File: src/rtl/stream_demultiplexer_if.sv
// Handshake bundle for the 1-to-n stream demultiplexer: one producer port, n packed consumer channels.
// The master side is the producer/consumer environment and the slave side is the demultiplexer.
interface stream_demultiplexer_if #(
  parameter int n = 4,
  parameter int m = 4
);
  localparam int SW = (n > 1) ? $clog2(n) : 1;

  logic [m-1:0]   in_data;
  logic [SW-1:0]  in_sel;
  logic           in_valid;
  logic           in_ready;
  logic [n*m-1:0] out;
  logic [n-1:0]   out_valid;
  logic [n-1:0]   out_ready;
  logic           drop;

  modport master (
    output in_data, in_sel, in_valid, out_ready,
    input  in_ready, out, out_valid, drop
  );

  modport slave (
    input  in_data, in_sel, in_valid, out_ready,
    output in_ready, out, out_valid, drop
  );
endinterface

File: src/rtl/stream_demultiplexer.sv
// Registered 1-to-n demultiplexer: each accepted word lands in the one-entry buffer of the channel
// named by in_sel; an out-of-range select is swallowed and flagged one cycle later on drop.
module stream_demultiplexer #(
  parameter int n = 4,
  parameter int m = 4
) (
  input  logic                   clk,
  input  logic                   rst,
  stream_demultiplexer_if.slave  bus
);
  localparam int            SW    = (n > 1) ? $clog2(n) : 1;
  localparam logic [SW:0]   N_EXT = (SW+1)'(n);

  logic [n-1:0][m-1:0] data_q, data_d;
  logic [n-1:0]        full_q, full_d;
  logic                drop_q, drop_d;
  logic                sel_legal;
  logic                sel_full;
  logic                sel_rdy;
  logic                in_ready;
  logic                xfer;

  always_comb begin
    sel_legal = ({1'b0, bus.in_sel} < N_EXT);
    sel_full  = 1'b0;
    sel_rdy   = 1'b0;
    for (int k = 0; k < n; k++) begin
      if (bus.in_sel == SW'(k)) begin
        sel_full = full_q[k];
        sel_rdy  = bus.out_ready[k];
      end
    end

    // A draining channel frees its slot on the same edge, so it can take a new word right away.
    in_ready = !sel_legal || !sel_full || sel_rdy;
    xfer     = bus.in_valid && in_ready;

    data_d = data_q;
    full_d = full_q & ~bus.out_ready;
    for (int k = 0; k < n; k++) begin
      if (xfer && (bus.in_sel == SW'(k))) begin
        data_d[k] = bus.in_data;
        full_d[k] = 1'b1;
      end
    end

    drop_d = xfer && !sel_legal;
  end

  assign bus.in_ready  = in_ready;
  assign bus.out       = data_q;
  assign bus.out_valid = full_q;
  assign bus.drop      = drop_q;

  always_ff @(posedge clk) begin
    if (rst) begin
      data_q <= '0;
      full_q <= '0;
      drop_q <= 1'b0;
    end else begin
      data_q <= data_d;
      full_q <= full_d;
      drop_q <= drop_d;
    end
  end
endmodule
File: src/flat_wrapper.sv
// flat-port wrapper written by rule: the top's interface ports become plain ports
module stream_demultiplexer_flat 
#(
  parameter int n = 4,
  parameter int m = 4
)
  (clk, rst, bus_in_data, bus_in_sel, bus_in_valid, bus_out_ready, bus_in_ready, bus_out, bus_out_valid, bus_drop);
  stream_demultiplexer_if #(.n(n), .m(m)) bus_i ();
  input  logic clk;
  input  logic rst;
  input wire logic [$bits(bus_i.in_data)-1:0] bus_in_data;
  input wire logic [$bits(bus_i.in_sel)-1:0] bus_in_sel;
  input wire logic [$bits(bus_i.in_valid)-1:0] bus_in_valid;
  input wire logic [$bits(bus_i.out_ready)-1:0] bus_out_ready;
  output wire logic [$bits(bus_i.in_ready)-1:0] bus_in_ready;
  output wire logic [$bits(bus_i.out)-1:0] bus_out;
  output wire logic [$bits(bus_i.out_valid)-1:0] bus_out_valid;
  output wire logic [$bits(bus_i.drop)-1:0] bus_drop;
  assign bus_i.in_data = bus_in_data;
  assign bus_i.in_sel = bus_in_sel;
  assign bus_i.in_valid = bus_in_valid;
  assign bus_i.out_ready = bus_out_ready;
  assign bus_in_ready = bus_i.in_ready;
  assign bus_out = bus_i.out;
  assign bus_out_valid = bus_i.out_valid;
  assign bus_drop = bus_i.drop;
  stream_demultiplexer #(.n(n), .m(m)) u_core (.clk(clk), .rst(rst), .bus(bus_i));
endmodule
File: config.mk
export PLATFORM = sky130hd
export DESIGN_NAME = stream_demultiplexer_flat
export DESIGN_NICKNAME = d
export VERILOG_FILES = /design/src/rtl/stream_demultiplexer_if.sv /design/src/rtl/stream_demultiplexer.sv /design/src/flat_wrapper.sv
export SDC_FILE = /design/constraint.sdc
export NUM_CORES = 1
export LEC_CHECK = 0
export ABC_AREA = 1
export CORE_AREA = 3 3 53 55
export DETAILED_ROUTE_END_ITERATION = 6
export DIE_AREA = 0 0 56 58
export GPL_TIMING_DRIVEN = 0
export PLACE_DENSITY = 0.79
export SLEW_MARGIN = 25
export SYNTH_ARGS = -nofsm -noshare
export SYNTH_HDL_FRONTEND = slang
export SYNTH_SLANG_ARGS = --single-unit
File: constraint.sdc
create_clock -name clk -period 3.1 [get_ports clk]
set_input_delay 0.62 -clock clk [delete_from_list [all_inputs] [get_ports clk]]
set_output_delay 0.62 -clock clk [all_outputs]
set_load 0.1 [all_outputs]
# Yosys cells after proc, flatten, opt, wreduce, memory -nomap -nowiden

Index checks and enable logic that the tools add are counted.

Flip-flop bits (word level): 20
Bits of input ports: 13
Output and inout port bits: 22
Logic and storage cells: 30

Equal/unequal tests: 3
Multiplexer cells: 12
Bitwise gates (word level): 2
Reduce and logical (&&, ||, !) cells: 8

Operators by type and width:

| cell                                                                  | count |
|---|---|
| 1-bit two-way mux                                                     | 12 |
| 1-bit logical AND                                                     | 5 |
| 4-bit AND                                                             | 1 |
| 2-bit equality test, second input constant                            | 2 |
| 4-bit inverter                                                        | 1 |
| 2-bit by 1-bit equality test with 1-bit output, second input constant | 1 |
| 2-bit zero test                                                       | 1 |
| 1-bit zero test                                                       | 1 |
| 1-bit logical OR                                                      | 1 |

# Longest topological paths before layout

Depth in word-level cells: 10
Mapped depth: 10
Gate-level depth less buffers: 9

# Worst setup path before layout

Ideal clock, no wire load.

Path kind: reg-to-output
From: register u_core.full_q[1], in the netlist u_core.bus.out_valid[1]
To: output bus_in_ready
Arrival: 1.596 ns
Required time: 2.480 ns
Slack: 0.884 ns
Stages on the path, launching flop included: 5
Cell sequence: dfxtp_1 nand3_1 nand4_1 nand2_2 buf_6

Longest elaborated chain between the ends: 5

RTL lines:

| element                         | RTL line                   | RTL |
|---|---|---|
| from (decl)                     | stream_demultiplexer.sv:15 | `logic [n-1:0] full_q, full_d;` |
| from (signal assigned)          | stream_demultiplexer.sv:62 | `full_q <= full_d;` |
| 1-bit two-way mux (3 in series) | stream_demultiplexer.sv:28 | `if (bus.in_sel == SW'(k)) begin` |
| 1-bit zero test                 | stream_demultiplexer.sv:35 | `in_ready = !sel_legal \|\| !sel_full \|\| sel_rdy;` |
| 1-bit logical OR                | stream_demultiplexer.sv:35 |  |
| to (decl)                       | flat_wrapper.sv:15         | `output wire logic [$bits(bus_i.in_ready)-1:0] bus_in_ready;` |

Every way passes these cells.

# Worst setup path in the final report

From: input bus_in_sel[1]
To: output bus_in_ready

Longest elaborated chain between the ends: 7

RTL lines:

| element                         | RTL line                   | RTL |
|---|---|---|
| from (decl)                     | flat_wrapper.sv:12         | `input wire logic [$bits(bus_i.in_sel)-1:0] bus_in_sel;` |
| 2-bit zero test                 | stream_demultiplexer.sv:28 |  |
| 1-bit two-way mux (4 in series) | stream_demultiplexer.sv:28 |  |
| 1-bit zero test                 | stream_demultiplexer.sv:35 |  |
| 1-bit logical OR *              | stream_demultiplexer.sv:35 |  |

Every way passes the cells marked *; elsewhere a longest branch is shown, timed or not.

==> results.md <==
* Clock transition at path regs at 0.10 ns
* Total iterations of the first detailed-routing run at 4
* Post-synth top flop: dfxtp_1
* Post-synth EDFFs at 0
* I/O pin cnt at 35
* Compound-Gate Fraction of Synth Area at 1.77%
* Area of the mapped netlist at 1130 sq um
* Hold Crit Start: u_core.bus.out_valid[0]
* First-iteration detailed-routing DRC count at 26
* Critical Path Sink Type: output pin
* Fin crit period at 2.98 ns
* Worst r2r src: u_core.bus.out_valid[2]
* Status: finished clean
* Worst R2R Path Depth at 7
* Fin crit share at 96.2%
* Leakage power at 0.725 nW
* Slew @ Worst Pin at 0.979 ns
* Worst vdd ir at 0.316 mV
* TritonCTS buffer count at 3
* Dpl cell area at 1480 sq um
* Rows at 18
* Sink Count at 20
* Non-filler cells, final at 235
* Average wire per standard cell at 10.8 um
* Max Used Layer: met4
* Syn avg cell area at 6.66 sq um
* Die X at 56 um
* Hold WS at 0.492 ns
* Worst Path Arrival at 2.36 ns
* Max Fanout on Critical Path at 10
* Reg2reg end: u_core.bus.out[12]
* Simple-Gate Fraction of Synth Area at 43.0%
* Hold-fix buffers, CTS at 0
* CORE AREA at 2430 sq um
* H-tree Lvls at 1
* Mux contribution to synthesized area at 0%
* Count leader, synth: nand2_1
* Yosys reg bits at 20
* Top-area cell type share of the netlist area at 35.4%
* Max-slew headroom at 34.5%
* Setup-failing EPs final at 0
* Worst Hold Class: reg -> reg
* Crit. Startpoint: bus_in_sel[1]
* Drt via density at 4.79
* Final net count at 219
* Die Y at 58 um
* Synth warn at 0
* I/O Buffers at 31
* N_diodes at 0
* Sequential-to-total area share from yosys stat at 35.4%
* Top cells by area, synth: dfxtp_1 35%, nand2_1 13%, inv_1 13%, nand4_1 9.4%, nor2_2 5.5%
* DRC viols at 0
* Mapped Nets at 183
* First-pass GRT wire length at 4470 um
* Clock Skews at 0.00340 ns
* Largest net degree at the start of global routing at 12
* Antenna violations before repair at 0
* Layout area overhead at 33.5%
* RSZ-0062 raised after global routing: false
* Total Wirelength at 2540 um
* Critical path endpoint: bus_in_ready
* Placed insts at 231
* R2R Setup Slk at 1.90 ns
* Layout cells sized above 1 at 18.0%
* Number of global-route vias before repair at 1084
* Fin Setup TNS at 0 ns
* Hold Vio Cnt, Final at 0
* Async SR Flop Fraction at 0%
* Starting Density at 46.6%
* Synth Instances at 170
* M1 wire length at 1120 um
* Routability congestion estimate at 0.871
* Pins Over Slew Limit at 0
* CP Launch Type: primary input
* Commonest cells post-synth: 40 x nand2_1, 39 x inv_1, 20 x dfxtp_1
* Synth area leader: dfxtp_1
* DR vias at 1126
* Largest family of logic cells by synthesized area: simple AND/OR/NAND/NOR gates
* Final ANT Viol Nets at 0
* Hpwl dp at 2000 um
* Design Area, Final at 1510 sq um
* Fmax at 335 MHz
* Worst skew pair latency at 0.29 ns
* Yosys cell types at 17
* Pwr Density at 432 nW/um^2
* Root Buffer: clkbuf_4
* Synth Area in XOR/XNOR at 0%
* Crit Path Class: in -> out
* Post-Synth Adder-Cell Area at 0%
* Met3 WL at 183 um
* Crit path required time at 2.48 ns
* Total die area at 3250 sq um
* Postcts setup bufs at 0
* Clock buffer depth at 2
* CTS tree: done
* Grt total ovfl at 0
* GRT Resource Usage Total at 16.9%
* Routed wl met2 at 1200 um
* Max cap viols at 0
-- layout make-up --
| type | count | area (sq um) |
|---|---|---|
| multi-input combinational | 98 | 510 |
| buffer | 6 | 48.8 |
| fill | 245 | 921 |
| timing repair buffer | 31 | 305 |
| sequential | 20 | 400 |
| inverter | 46 | 173 |
| clock buffer | 4 | 36.3 |
| tap | 30 | 37.5 |
-- worst min-delay path by stage --
stage	end	slack, ns	cells after the start
finish	u_core.bus.out_valid[0]	0.49	2
global route	u_core.bus.out_valid[2]	0.51	2
CTS	u_core.bus.out_valid[2]	0.49	2
detailed placement	u_core.bus.out_valid[2]	0.48	2
global placement	u_core.bus.out_valid[0]	0.47	2
floorplan	u_core.bus.out_valid[0]	0.69	1
-- placed cells by master (no fill, tap or decap), types with 2 or more instances in the layout --
master           instances
dfxtp_1                 20
nor2_2                  10
buf_6                    2
nor2_1                  10
nand3_2                  2
nand4_2                  4
a21oi_1                  4
inv_1                   39
nand4_1                 17
clkdlybuf4s50_1         30
clkbuf_4                 3
nand2_1                 40
buf_4                    3
nand3_1                  6
nand2_2                  3
inv_2                    7
-- where the power goes --
part	leakage (nW)	internal [W]	switching (W)
Clock	0.0210	0.0000716	0.0000755
Sequential	0.164	0.000270	0.00000702
Combinational	0.540	0.0000615	0.000167
Total	0.725	0.000403	0.000249
-- cell families (layout without fill, tap and decap cells) --
family                 after synthesis  after routing
and+or+nand+nor                     93             93
buffers and inverters               52             87
DFF                                 20             20
AOI/OAI and AO/OA                    4              4
other                                1              1
-- through the flow --
stage / total power, W / utilization, % / setup WS, ns
after detailed placement: 0.000512 / 60.9 / -0.576
after global placement: 0.000509 / 60.9 / -0.525
after CTS: 0.000662 / 62.3 / 0.0149
final: 0.000653 / 62.1 / 0.119
after global routing: 0.000688 / 62.1 / 0.0186
after floorplan: 0.000458 / - / 0.884
-- critical path: stages --
cell and delay (ns):
clkdlybuf4s50_1 0.55, nor2_4 0.26, nand2_2 0.09, nand3_2 0.07, nor2_2 0.04, nand2_2 0.14, buf_6 0.15, buf_2 0.43
-- registers in the layout, indices dropped and copies added, names as in the netlist --
name,flops
u_core.bus.out_valid,4
u_core.bus.out,16
-- per-layer routing --
metal  vias to the layer above  track usage (%)
li1                        587                -
met3                         7             5.12
met2                        35             29.4
met4                         0             5.76
met5                         -                0
met1                       497             20.0
-- repair_timing --
action / in CTS / in global routing
cloned: 0 / 0
resized for setup: 4 / 1
setup endpoints to repair: 1 / 1
Note: power is estimated with default switching activity, not from simulation.
